<file path="src/rtl/axi_wr_arbiter_pkg.sv">
// Shared types and helpers for the two-requester AXI3 write arbiter.
package axi_wr_arbiter_pkg;

  typedef enum logic {
    IDLE = 1'b0,
    BUSY = 1'b1
  } arb_state_e;

  function automatic int clog2(input int value);
    int result;
    result = 0;
    for (int i = 0; i < 31; i++) begin
      if ((1 << i) < value) result = i + 1;
    end
    return result;
  endfunction

endpackage

</file>
<file path="src/rtl/axi_wr_order_fifo.sv">
// Small ordering FIFO that records which requester owns each accepted burst.
module axi_wr_order_fifo
  import axi_wr_arbiter_pkg::*;
#(
  parameter int DEPTH = 4,
  parameter int WIDTH = 1
) (
  input  logic             clk,
  input  logic             rst_n,
  input  logic             push,
  input  logic             pop,
  input  logic [WIDTH-1:0] din,
  output logic [WIDTH-1:0] dout,
  output logic             empty,
  output logic             full
);

  localparam int PW = clog2(DEPTH);
  localparam int CW = PW + 1;

  logic [WIDTH-1:0] mem_q [DEPTH];
  logic [PW-1:0]    wr_ptr_q, wr_ptr_d;
  logic [PW-1:0]    rd_ptr_q, rd_ptr_d;
  logic [CW-1:0]    count_q, count_d;
  logic             do_push, do_pop;

  assign empty = (count_q == '0);
  assign full  = (count_q == CW'(DEPTH));
  assign dout  = mem_q[rd_ptr_q];

  // A pop on empty is ignored, so a coincident push lands at the head.
  assign do_pop  = pop & ~empty;
  assign do_push = push & (~full | do_pop);

  always_comb begin
    wr_ptr_d = wr_ptr_q;
    rd_ptr_d = rd_ptr_q;
    count_d  = count_q;
    if (do_push) wr_ptr_d = wr_ptr_q + PW'(1);
    if (do_pop)  rd_ptr_d = rd_ptr_q + PW'(1);
    case ({do_push, do_pop})
      2'b10:   count_d = count_q + CW'(1);
      2'b01:   count_d = count_q - CW'(1);
      default: count_d = count_q;
    endcase
  end

  always_ff @(posedge clk or negedge rst_n) begin
    if (!rst_n) begin
      wr_ptr_q <= '0;
      rd_ptr_q <= '0;
      count_q  <= '0;
    end else begin
      wr_ptr_q <= wr_ptr_d;
      rd_ptr_q <= rd_ptr_d;
      count_q  <= count_d;
    end
  end

  for (genvar gi = 0; gi < DEPTH; gi++) begin : g_slot
    always_ff @(posedge clk) begin
      if (do_push && (wr_ptr_q == PW'(gi))) mem_q[gi] <= din;
    end
  end

endmodule

</file>
<file path="src/rtl/axi_wr_arbiter.sv">
// Round-robin AXI3 write arbiter: two requesters onto one master, with W and B
// steered by the order in which AW bursts were accepted.
module axi_wr_arbiter
  import axi_wr_arbiter_pkg::*;
#(
  parameter int AXI_ID_WIDTH   = 6,
  parameter int AXI_ADDR_WIDTH = 32,
  parameter int AXI_DATA_WIDTH = 64,
  parameter int ORDER_DEPTH    = 4
) (
  input  logic                          aclk,
  input  logic                          aresetn,
  input  logic [AXI_ID_WIDTH-1:0]       s0_axi_awid,
  input  logic [AXI_ADDR_WIDTH-1:0]     s0_axi_awaddr,
  input  logic [3:0]                    s0_axi_awlen,
  input  logic [2:0]                    s0_axi_awsize,
  input  logic [1:0]                    s0_axi_awburst,
  input  logic [3:0]                    s0_axi_awcache,
  input  logic                          s0_axi_awvalid,
  output logic                          s0_axi_awready,
  input  logic [AXI_ID_WIDTH-1:0]       s0_axi_wid,
  input  logic [AXI_DATA_WIDTH-1:0]     s0_axi_wdata,
  input  logic [AXI_DATA_WIDTH/8-1:0]   s0_axi_wstrb,
  input  logic                          s0_axi_wlast,
  input  logic                          s0_axi_wvalid,
  output logic                          s0_axi_wready,
  output logic                          s0_axi_bvalid,
  input  logic                          s0_axi_bready,
  input  logic [AXI_ID_WIDTH-1:0]       s1_axi_awid,
  input  logic [AXI_ADDR_WIDTH-1:0]     s1_axi_awaddr,
  input  logic [3:0]                    s1_axi_awlen,
  input  logic [2:0]                    s1_axi_awsize,
  input  logic [1:0]                    s1_axi_awburst,
  input  logic [3:0]                    s1_axi_awcache,
  input  logic                          s1_axi_awvalid,
  output logic                          s1_axi_awready,
  input  logic [AXI_ID_WIDTH-1:0]       s1_axi_wid,
  input  logic [AXI_DATA_WIDTH-1:0]     s1_axi_wdata,
  input  logic [AXI_DATA_WIDTH/8-1:0]   s1_axi_wstrb,
  input  logic                          s1_axi_wlast,
  input  logic                          s1_axi_wvalid,
  output logic                          s1_axi_wready,
  output logic                          s1_axi_bvalid,
  input  logic                          s1_axi_bready,
  output logic [AXI_ID_WIDTH-1:0]       m_axi_awid,
  output logic [AXI_ADDR_WIDTH-1:0]     m_axi_awaddr,
  output logic [3:0]                    m_axi_awlen,
  output logic [2:0]                    m_axi_awsize,
  output logic [1:0]                    m_axi_awburst,
  output logic [3:0]                    m_axi_awcache,
  output logic                          m_axi_awvalid,
  input  logic                          m_axi_awready,
  output logic [AXI_ID_WIDTH-1:0]       m_axi_wid,
  output logic [AXI_DATA_WIDTH-1:0]     m_axi_wdata,
  output logic [AXI_DATA_WIDTH/8-1:0]   m_axi_wstrb,
  output logic                          m_axi_wlast,
  output logic                          m_axi_wvalid,
  input  logic                          m_axi_wready,
  input  logic                          m_axi_bvalid,
  output logic                          m_axi_bready
);

  // Assert asynchronously, release two edges after aresetn rises.
  logic [1:0] rst_sync_q, rst_sync_d;
  logic       rst_n;

  assign rst_sync_d = {rst_sync_q[0], 1'b1};
  assign rst_n      = rst_sync_q[1];

  always_ff @(posedge aclk or negedge aresetn) begin
    if (!aresetn) rst_sync_q <= 2'b00;
    else          rst_sync_q <= rst_sync_d;
  end

  arb_state_e state_q, state_d;
  logic       gnt_q, gnt_d;
  logic       prio_q, prio_d;   // requester favoured when both are valid
  logic       aw_hs, w_pop, b_pop;
  logic       w_head, w_empty, w_full;
  logic       b_head, b_empty, b_full;

  always_comb begin
    state_d        = state_q;
    gnt_d          = gnt_q;
    prio_d         = prio_q;
    m_axi_awvalid  = 1'b0;
    s0_axi_awready = 1'b0;
    s1_axi_awready = 1'b0;
    aw_hs          = 1'b0;
    case (state_q)
      IDLE: begin
        if ((s0_axi_awvalid || s1_axi_awvalid) && !w_full && !b_full) begin
          state_d = BUSY;
          gnt_d   = (s0_axi_awvalid && s1_axi_awvalid) ? prio_q : s1_axi_awvalid;
        end
      end
      BUSY: begin
        m_axi_awvalid  = gnt_q ? s1_axi_awvalid : s0_axi_awvalid;
        s0_axi_awready = ~gnt_q & m_axi_awready;
        s1_axi_awready = gnt_q & m_axi_awready;
        aw_hs          = m_axi_awvalid & m_axi_awready;
        if (aw_hs) begin
          state_d = IDLE;
          prio_d  = ~gnt_q;
        end
      end
      default: state_d = IDLE;
    endcase
  end

  always_ff @(posedge aclk or negedge rst_n) begin
    if (!rst_n) begin
      state_q <= IDLE;
      gnt_q   <= 1'b0;
      prio_q  <= 1'b0;
    end else begin
      state_q <= state_d;
      gnt_q   <= gnt_d;
      prio_q  <= prio_d;
    end
  end

  assign m_axi_awid    = gnt_q ? s1_axi_awid    : s0_axi_awid;
  assign m_axi_awaddr  = gnt_q ? s1_axi_awaddr  : s0_axi_awaddr;
  assign m_axi_awlen   = gnt_q ? s1_axi_awlen   : s0_axi_awlen;
  assign m_axi_awsize  = gnt_q ? s1_axi_awsize  : s0_axi_awsize;
  assign m_axi_awburst = gnt_q ? s1_axi_awburst : s0_axi_awburst;
  assign m_axi_awcache = gnt_q ? s1_axi_awcache : s0_axi_awcache;

  // Write data is only released once its burst owns the head of the W order.
  assign m_axi_wid     = w_head ? s1_axi_wid   : s0_axi_wid;
  assign m_axi_wdata   = w_head ? s1_axi_wdata : s0_axi_wdata;
  assign m_axi_wstrb   = w_head ? s1_axi_wstrb : s0_axi_wstrb;
  assign m_axi_wlast   = w_head ? s1_axi_wlast : s0_axi_wlast;
  assign m_axi_wvalid  = ~w_empty & (w_head ? s1_axi_wvalid : s0_axi_wvalid);
  assign s0_axi_wready = ~w_empty & ~w_head & m_axi_wready;
  assign s1_axi_wready = ~w_empty & w_head & m_axi_wready;
  assign w_pop         = m_axi_wvalid & m_axi_wready & m_axi_wlast;

  assign s0_axi_bvalid = ~b_empty & ~b_head & m_axi_bvalid;
  assign s1_axi_bvalid = ~b_empty & b_head & m_axi_bvalid;
  assign m_axi_bready  = ~b_empty & (b_head ? s1_axi_bready : s0_axi_bready);
  assign b_pop         = m_axi_bvalid & m_axi_bready;

  axi_wr_order_fifo #(.DEPTH(ORDER_DEPTH), .WIDTH(1)) u_w_order (
    .clk   (aclk),
    .rst_n (rst_n),
    .push  (aw_hs),
    .pop   (w_pop),
    .din   (gnt_q),
    .dout  (w_head),
    .empty (w_empty),
    .full  (w_full)
  );

  axi_wr_order_fifo #(.DEPTH(ORDER_DEPTH), .WIDTH(1)) u_b_order (
    .clk   (aclk),
    .rst_n (rst_n),
    .push  (aw_hs),
    .pop   (b_pop),
    .din   (gnt_q),
    .dout  (b_head),
    .empty (b_empty),
    .full  (b_full)
  );

endmodule

</file>
<file path="config.mk">
export PLATFORM = sky130hd
export DESIGN_NAME = axi_wr_arbiter
export DESIGN_NICKNAME = d
export VERILOG_FILES = /design/src/rtl/axi_wr_arbiter_pkg.sv /design/src/rtl/axi_wr_order_fifo.sv /design/src/rtl/axi_wr_arbiter.sv
export SDC_FILE = /design/constraint.sdc
export NUM_CORES = 1
export LEC_CHECK = 0
export ABC_AREA = 1
export ABC_CLOCK_PERIOD_IN_PS = 2200
export CAP_MARGIN = 20
export CORE_AREA = 2 2 161 163
export CTS_CLUSTER_SIZE = 25
export DETAILED_ROUTE_END_ITERATION = 8
export DIE_AREA = 0 0 163 165
export DONT_BUFFER_PORTS = 1
export MAX_ROUTING_LAYER = met4
export PLACE_DENSITY = 0.3
export SLEW_MARGIN = 20
export SYNTH_ARGS = -nofsm -noshare
export SYNTH_HDL_FRONTEND = slang
export SYNTH_SLANG_ARGS = --single-unit
</file>
<file path="constraint.sdc">
create_clock -name aclk -period 2.2 [get_ports aclk]
set_input_delay 0.44 -clock aclk [delete_from_list [all_inputs] [get_ports aclk]]
set_output_delay 0.44 -clock aclk [all_outputs]
set_load 0.005 [all_outputs]
</file>
==> flow_summary.yaml, run 1 <==
drt:
  drtAntennaViolNets: 0
  dr.pass1.iters: 5
  m1WireLength_um: 5370
  met2_length_um: 9490
  wl_per_cell_um: 17.7
  detail_route.vias_per_cell: 3.89
  drt_iter0_markers: 153
  drcViolationCount: 0
  via_count: 3621
  wirelength_um: 16500
  top_layer: "met4"
  met3_length_um: 1310
timing:
  timing.slew.headroom: 0.615
  finalSetupViolations: 0
  achievable-frequency_mhz: 462
  layout_setup_ws_ns: 0.0374
  hold_viol_final: 0
  worst_slew_pin_slew_ns: 0.577
  clock_skew_ns: 0.00680
  drv_slew: 0
  rsz0062_at_grt: "true"
  period_share: 0.983
  fin_crit_ns: 2.16
status:
  status: "completed"
layout:
  layout-drive-gt1-share: 0.0987
  final_area_um2: 3780
  syn_to_final_growth_pct: 21.4
  final_nets: 881
  instances_no_fill: 932
clock_tree:
  cts.htree.levels: 1
  root_buffer: "clkbuf_16"
  cts_sinks: 27
  clock_path_buffers: 2
  clk_latency_ns: 0.27
  clk_pin_slew_ns: 0.08
  cts_buffers: 3
  cts_tree: "yes"
synth:
  synthArstFlopShare: 0.704
  ys_seq_elements: 27
  synth_top_area_share: 0.512
  syn_area_um2: 3120
  post-synth-top-count-cell: "nand2_1"
  synthFlopType: "dfrtp_1"
  synthTopCellsByArea: "nand2_1 51%, dfrtp_1 15%, edfxtp_1 7.7%, inv_1 4.1%, ha_1 3.6%"
  seq_area_frac_synth: 0.230
  syn_inst: 595
  synth.distinct_cells: 30
  synth.largest_area_cell: "nand2_1"
  syn_nets: 877
  synthTopCellsByCount: "425 x nand2_1, 34 x inv_1, 22 x clkbuf_1"
  ys_warn_count: 0
  synth_enable_flop_cells: 8
  synth.avg_cell_area_um2: 5.24
power:
  p_clk_frac: 0.085
  p_switching_mw: 3.09
  power.density_nw_per_um2: 1390
  power.internal_mw: 2.18
  swShare: 0.587
  p_seq_frac: 0.162
  ir_worst_vdd_mv: 0.418
  power_leakage_nw: 2.12
  pwr-share-comb: 0.753
worst_setup_path:
  slowest_stage: "dfrtp_1"
  startpoint_type: "flop"
  crit_required_ns: 2.35
  path_class: "reg2reg"
  crit_path_start: "u_w_order.rd_ptr_q[0]$_DFFE_PN0P_"
  critical_path.max_fanout: 6
  arrival_ns: 2.32
  end_kind: "flop"
  critPathTopFamily: "adder cells"
  slowest_delay_ns: 0.41
  r2r-start: "u_w_order.rd_ptr_q[0]$_DFFE_PN0P_"
  cp_cell_sequence: "inv_2 -> nand2_2 -> nand3_2 -> nand2_4 -> o21ai_2 -> inv_2 -> nand3_4 -> nand2_4 -> nand2_4 -> ha_4 -> inv_2 -> fa_2 -> a21oi_2 -> o21ai_2 -> xor2_1"
  worstPathBufferInverterCount: 3
placed_design:
  place_hpwl_um: 14300
  place_congestion: 0.824
  place_area_um2: 3590
  place_ws_ns: -0.00404
  port_buffers: 0
  placed_cells: 919
die:
  placementRows: 58
  die_x_um: 163
  die_h_um: 165
  io_pins: 410
  core_area_um2: 25000
  start_util: 0.124
  die_area_um2: 26900
global_routing:
  grt_pass1_vias: 3232
  grt_max_degree: 80
  grt_overflow: 0
  antenna_found_initial: 6
  track_usage: 0.111
  grt_pass1_wl_um: 21000
min_path:
  holdCritPathClass: "reg2async"
run:
  drv_cap: 0
[registers in the layout (all words and copies together), names as in the netlist]
register / cells
u_b_order.mem_q: 4
state_q: 1
prio_q: 1
u_w_order.count_q: 3
u_w_order.rd_ptr_q: 2
u_b_order.rd_ptr_q: 2
u_b_order.count_q: 3
u_w_order.mem_q: 4
rst_sync_q: 2
u_w_order.wr_ptr_q: 2
gnt_q: 1
u_b_order.wr_ptr_q: 2
[cell type report]
class                   count  area, um^2
fillers                  2944       21300
diodes                      4        10.0
clock buffers               3        75.1
multi-input cells         501        2190
repair buffers             27         225
inverters                  39         149
clock inverters             1        8.76
well taps                 330         413
flip-flops and latches     27         717
[metrics by stage]
step                      total power [mW]  hold slack [ns]   TNS (ns)   util
after global placement                4.83            0.144  -0.000288  0.143
final                                 5.27            0.225          0  0.151
after CTS                             5.32            0.248   -0.00364  0.149
after global routing                  5.98            0.272     -0.903  0.151
after floorplan                       3.64            0.144          0      -
after detailed placement              4.77            0.144   -0.00404  0.143
[power groups by stage]
stage	registers (mW)	logic [mW]	clock network (mW)
2_1_floorplan	0.833	2.81	0
3_3_place_gp	0.867	3.96	0
3_5_place_dp	0.861	3.91	0
4_1_cts	0.852	4.00	0.470
5_1_grt	0.879	4.60	0.494
6_report	0.853	3.96	0.448
[logic make-up (layout without fill, tap and decap cells)]
kind of cell    count (synthesis)  after routing  synth area share
other cells                     1              5           0.00120
simple gates                  472            472             0.599
compound gates                 12             12            0.0217
flops                          27             27             0.230
xor+xnor                        5              5            0.0141
buf+inv                        67             70            0.0855
fa+ha+maj                      11             11            0.0490
[worst reg2reg max path, cell delays in order (launching register included)]
cell,delay (ns)
dfrtp_1,0.41
inv_2,0.10
nand2_2,0.06
nand3_2,0.07
nand2_4,0.09
o21ai_2,0.15
inv_2,0.06
nand3_4,0.10
nand2_4,0.06
nand2_4,0.06
ha_4,0.12
inv_2,0.04
fa_2,0.37
a21oi_2,0.16
o21ai_2,0.07
xor2_1,0.14
[path summary, 6_finish.rpt]
check,endpoint,depth (start not counted),slack [ns]
hold reg to reg,u_b_order.count_q[1]$_DFFE_PN0P_,0,0.22
max in group asynchronous,u_w_order.count_q[1]$_DFFE_PN0P_,1,1.45
min in group aclk,prio_q$_DFFE_PN0P_,2,0.30
setup reg to reg,u_w_order.count_q[2]$_DFFE_PN0P_,15,0.04
hold / removal,u_b_order.count_q[1]$_DFFE_PN0P_,0,0.22
setup / recovery,u_w_order.count_q[2]$_DFFE_PN0P_,15,0.04
[repair_timing]
| action | CTS | global route |
|---|---|---|
| setup buffers | 3 | 1 |
| hold endpoints to repair | 2 | 0 |
| setup endpoints to repair | 75 | 82 |
| resized for setup | 5 | 13 |
| hold buffers | 1 | 0 |
| pin swaps | 4 | 5 |
[cell usage in the layout, fill, tap and decap left out, types with 6 or more instances in the layout]
| master | synthesis | routed |
|---|---|---|
| buf_4 | 1 | 24 |
| dfrtp_1 | 19 | 18 |
| edfxtp_1 | 8 | 8 |
| ha_1 | 9 | 8 |
| inv_1 | 34 | 31 |
| inv_2 | 5 | 7 |
| nand2_1 | 425 | 421 |
| nand3_1 | 15 | 12 |
| nor2_1 | 17 | 17 |
| nor3_1 | 6 | 6 |
[layer usage]
layer  vias to the layer above  global-route usage
met5                         -                   -
met4                         0              0.0342
met3                        17              0.0211
met2                       259               0.232
met1                      1562              0.0983
li1                       1783                   -
(Power assumes the default switching activity.)
==> inputs of run 2 (changes only) <==
- CAP_MARGIN: 20 -> not set
- CELL_PAD_IN_SITES_DETAIL_PLACEMENT: not set -> 1
- CELL_PAD_IN_SITES_GLOBAL_PLACEMENT: not set -> 1
- CORE_AREA: 2 2 161 163 -> 2 2 157 159
- DIE_AREA: 0 0 163 165 -> 0 0 159 161
- PLACE_DENSITY: 0.3 -> 0.42
==> run 2 against run 1 <==
  * Global-route usage increased by 1.5 points
  * Routed wire length increased by 6.3%
  * Critical path depth decreased by 6
  * Non-clock buffer count increased by 4
  * Hold slack got worse by 0.14 ns
  * Sequential power about the same
  * Final cell count decreased by 0.11%
  * Utilization increased by 1.1 points
  * Flip-flop and latch count unchanged
  * Critical path type is now reg2out
==> flow_summary.yaml, run 2 (synthesis gave the netlist of run 1 again) <==
worst_setup_path:
  startpoint_type: "flop"
  r2r-start: "u_w_order.rd_ptr_q[0]$_DFFE_PN0P_"
  path_class: "reg2out"
  critical_path.max_fanout: 28
  crit_path_end: "m_axi_wdata[22]"
  path_depth: 9
  cp_cell_sequence: "inv_2 -> nand2_2 -> nand3_2 -> nand2_4 -> inv_2 -> buf_4 -> bufbuf_16 -> nand2_1 -> nand2_1"
  critPathTopFamily: "buffers and inverters"
  slowest_stage: "dfrtp_1"
  arrival_ns: 1.72
  slowest_delay_ns: 0.42
  worstPathBufferInverterCount: 4
  rr_worst_depth: 15
  crit_path_start: "u_w_order.rd_ptr_q[0]$_DFFE_PN0P_"
  r2r_slack_ns: 0.06
  end_kind: "output pin"
  crit_required_ns: 1.76
  r2r_end: "u_w_order.count_q[2]$_DFFE_PN0P_"
clock_tree:
  root_buffer: "clkbuf_16"
  clk_pin_slew_ns: 0.07
  cts_buffers: 3
  clk_latency_ns: 0.26
  cts_sinks: 27
  cts_tree: "yes"
  cts.htree.levels: 1
  clock_path_buffers: 2
global_routing:
  grt_overflow: 0
  antenna_found_initial: 6
  grt_pass1_wl_um: 23700
  track_usage: 0.126
  grt_pass1_vias: 3797
  grt_max_degree: 77
timing:
  period_share: 0.983
  drv_slew: 0
  rsz0062_at_grt: "true"
  finalSetupViolations: 0
  clock_skew_ns: 0.00395
  timing.slew.headroom: 0.659
  fin_crit_ns: 2.16
  hold_viol_final: 0
  worst_slew_pin_slew_ns: 0.511
  achievable-frequency_mhz: 462
layout:
  instances_no_fill: 931
  top_regs: "u_b_order.mem_q (4), u_w_order.mem_q (4)"
  final_nets: 885
  syn_to_final_growth_pct: 24.5
  layout-drive-gt1-share: 0.103
  final_cell_mix: "420 x nand2_1, 32 x inv_1, 25 x buf_4"
  final_area_um2: 3880
  layout.cells.most_common: "nand2_1"
  fillers: 3063
run:
  drv_cap: 0
die:
  die_area_um2: 25600
  core_area_um2: 24000
  die_x_um: 159
  start_util: 0.130
  die_h_um: 161
  io_pins: 410
  placementRows: 57
drt:
  drt_iter0_markers: 196
  dr.pass1.iters: 4
  drcViolationCount: 0
  detail_route.vias_per_cell: 4.06
  drtAntennaViolNets: 0
  via_count: 3783
  wirelength_um: 17500
  wl_per_cell_um: 18.8
placed_design:
  port_buffers: 0
  place_congestion: 0.856
  placed_cells: 916
  place_hpwl_um: 14900
  place_area_um2: 3610
power:
  p_total_mw: 5.67
  power.density_nw_per_um2: 1460
  ir_worst_vdd_mv: 0.480
  power_leakage_nw: 2.17
status:
  status: "completed"
min_path:
  holdCritPathClass: "reg2async"
[run 2: metal layers]
layer | part of all wire | vias up | wire length, um | global-route usage
met5 | 0 | - | 0 | -
met4 | 0.017 | 0 | 297 | 0.0421
met3 | 0.077 | 14 | 1340 | 0.0280
met2 | 0.55 | 260 | 9670 | 0.243
met1 | 0.35 | 1716 | 6190 | 0.125
li1 | - | 1793 | - | -
[run 2: per-stage QoR]
stage               TNS (ns)  utilization  setup WS [ns]  hold WS, ns
CTS                        0        0.157        0.00222       0.0940
detailed placement   -0.0218        0.151        -0.0218       0.0878
global route           -3.42        0.162         -0.126        0.111
finish                     0        0.162         0.0371       0.0820
global placement           0        0.151         0.0332       0.0854
floorplan                  0            -       0.000565        0.144
[run 2: how the worst min path moves through the flow]
stage	start	endpoint	slack, ns	cells after the start
6_report	rst_sync_q[1]$_DFF_PN0_	u_b_order.count_q[0]$_DFFE_PN0P_	0.08	0
5_1_grt	rst_sync_q[1]$_DFF_PN0_	u_b_order.count_q[0]$_DFFE_PN0P_	0.11	0
4_1_cts	rst_sync_q[1]$_DFF_PN0_	u_b_order.count_q[0]$_DFFE_PN0P_	0.09	0
3_5_place_dp	rst_sync_q[1]$_DFF_PN0_	u_b_order.count_q[0]$_DFFE_PN0P_	0.09	0
3_3_place_gp	rst_sync_q[1]$_DFF_PN0_	prio_q$_DFFE_PN0P_	0.09	0
2_1_floorplan	aresetn	rst_sync_q[0]$_DFF_PN0_	0.14	0
[run 2: layout make-up]
class | instances | area [um^2] | share of cell area
multi-input cells | 501 | 2180 | 0.563
flip-flops and latches | 27 | 717 | 0.185
well taps | 324 | 405 | 0.104
repair buffers | 31 | 335 | 0.0864
inverters | 39 | 146 | 0.0377
clock buffers | 3 | 75.1 | 0.0193
diodes | 5 | 12.5 | 0.00322
clock inverters | 1 | 5.00 | 0.00129
[run 2: report_power, final]
| group | switching [mW] | internal [mW] |
|---|---|---|
| Clock | 0.177 | 0.246 |
| Sequential | 0.135 | 0.716 |
| Combinational | 2.90 | 1.50 |
[run 2: timing repair]
action | 4_1_cts | 5_1_grt
endpoints found under the setup margin | 78 | 69
cloned | 1 | 2
hold endpoints to repair | 2 | 0
pin swaps | 1 | 6
gates resized for setup | 5 | 14
hold buffers | 1 | 0
buffers inserted | 1 | 1
==> inputs of run 3 (changes only) <==
- SKIP_CTS_REPAIR_TIMING: not set -> 1
==> run 3 against run 2 <==
  * Sequential power about the same
  * Critical path depth up 7
  * Combinational power is 2% lower
  * Total power shrank 1.3%
  * Sequential share of layout area hardly changed
  * Maximum frequency up 0.70%
  * Global-route usage is 0.22 points lower
  * Final cell count grew 0.21%
  * Design area is essentially flat
  * Critical path type is now reg2reg
  * Utilization is essentially flat
  * Clock-buffer cell count unchanged
==> flow_summary.yaml, run 3 (synthesis gave the netlist of run 1 again) <==
timing:
  hold_viol_final: 0
  timing.slew.headroom: 0.658
  achievable-frequency_mhz: 466
  finalSetupViolations: 0
  clock_skew_ns: 0.00391
  fin_crit_ns: 2.15
  period_share: 0.976
  drv_slew: 0
  rsz0062_at_grt: "true"
  worst_slew_pin_slew_ns: 0.513
  holdWs_ns: 0.0822
global_routing:
  grt_pass1_wl_um: 23400
  antenna_found_initial: 6
  grt_overflow: 0
  track_usage: 0.124
  grt_max_degree: 77
  grt_pass1_vias: 3753
placed_design:
  place_hpwl_um: 14900
  port_buffers: 0
  place_area_um2: 3610
  place_congestion: 0.856
worst_setup_path:
  slowest_delay_ns: 0.41
  path_class: "reg2reg"
  critical_path.max_fanout: 7
  slowest_stage: "dfrtp_1"
  end_kind: "flop"
  r2r-start: "u_w_order.rd_ptr_q[0]$_DFFE_PN0P_"
  critPathTopFamily: "simple AND/OR/NAND/NOR gates"
  cp_cell_sequence: "inv_2 -> nand2_2 -> nand3_2 -> nand2_4 -> nand2_2 -> o21ai_2 -> inv_2 -> nand3_4 -> nand2_4 -> nand2_4 -> ha_4 -> inv_2 -> fa_2 -> a21oi_2 -> o21ai_1 -> xor2_1"
  worstPathBufferInverterCount: 3
  crit_required_ns: 2.35
  startpoint_type: "flop"
  arrival_ns: 2.30
  crit_path_start: "u_w_order.rd_ptr_q[0]$_DFFE_PN0P_"
layout:
  layout-drive-gt1-share: 0.111
  seqCellArea_um2: 717
  top_regs: "u_b_order.mem_q (4), u_w_order.mem_q (4)"
  multi_input_comb_area_um2: 2200
  final_area_um2: 3880
  layout.cells.most_common: "nand2_1"
  final_util: 0.162
  syn_to_final_growth_pct: 24.6
  final_cell_mix: "420 x nand2_1, 32 x inv_1, 26 x buf_4"
  final_nets: 887
  fillers: 3061
clock_tree:
  clock_path_buffers: 2
  clk_latency_ns: 0.26
  root_buffer: "clkbuf_16"
  cts.htree.levels: 1
  cts_buffers: 3
  clk_pin_slew_ns: 0.07
  cts_tree: "yes"
  cts_sinks: 27
drt:
  detail_route.vias_per_cell: 4.05
  drtAntennaViolNets: 0
  via_count: 3780
  drcViolationCount: 0
  wirelength_um: 17300
  wl_per_cell_um: 18.6
  drt_iter0_markers: 170
  dr.pass1.iters: 4
status:
  status: "completed"
power:
  p_total_mw: 5.59
  power.density_nw_per_um2: 1440
  power_leakage_nw: 2.17
  ir_worst_vdd_mv: 0.586
die:
  die_area_um2: 25600
  io_pins: 410
  placementRows: 57
  core_area_um2: 24000
  start_util: 0.130
  die_x_um: 159
  die_h_um: 161
min_path:
  holdCritPathClass: "reg2async"
run:
  drv_cap: 0
run 3: worst paths after layout:
| check | to | slack [ns] | cells past startpoint |
|---|---|---|---|
| worst max-delay path | u_w_order.count_q[2]$_DFFE_PN0P_ | 0.05 | 16 |
| worst min-delay path | u_b_order.count_q[2]$_DFFE_PN0P_ | 0.08 | 0 |
| worst max register to register | u_w_order.count_q[2]$_DFFE_PN0P_ | 0.05 | 16 |
| worst min register to register | u_b_order.count_q[2]$_DFFE_PN0P_ | 0.08 | 0 |
| max in group asynchronous | gnt_q$_DFFE_PN0P_ | 1.63 | 1 |
| min in group aclk | prio_q$_DFFE_PN0P_ | 0.31 | 2 |
run 3: through the flow:
step	worst slack, ns	TNS, ns	instances
3_3_place_gp	0.0332	0	916
6_report	0.0522	0	933
4_1_cts	-0.234	-12.64	920
3_5_place_dp	-0.0218	-0.0218	916
2_1_floorplan	0.000565	0	595
5_1_grt	-0.138	-0.782	933
run 3: worst reg2reg max path: stages (launching register included):
cell and delay, ns:
dfrtp_1 0.41, inv_2 0.07, nand2_2 0.06, nand3_2 0.08, nand2_4 0.13, nand2_2 0.06, o21ai_2 0.06, inv_2 0.07
nand3_4 0.11, nand2_4 0.07, nand2_4 0.06, ha_4 0.12, inv_2 0.04, fa_2 0.36, a21oi_2 0.12, o21ai_1 0.08
xor2_1 0.14
run 3: routing by layer:
layer  GRT usage  vias to the layer above  part of all wire
li1            -                     1797                 -
met1       0.123                     1711              0.36
met2       0.238                      258              0.54
met3      0.0280                       14             0.075
met4      0.0421                        0             0.022
met5           -                        -                 0
run 3: power by group:
part	switching, mW	internal, mW
registers	0.136	0.716
clock network	0.178	0.246
logic	2.88	1.44
total	3.20	2.40
run 3: layout make-up:
class / instances / share of cell area
Antenna cell: 5 / 0.00322
Clock buffer: 3 / 0.0193
Clock inverter: 1 / 0.00129
Inverter: 39 / 0.0377
Multi-Input combinational cell: 501 / 0.566
Sequential cell: 27 / 0.185
Tap cell: 324 / 0.104
Timing Repair Buffer: 33 / 0.0835
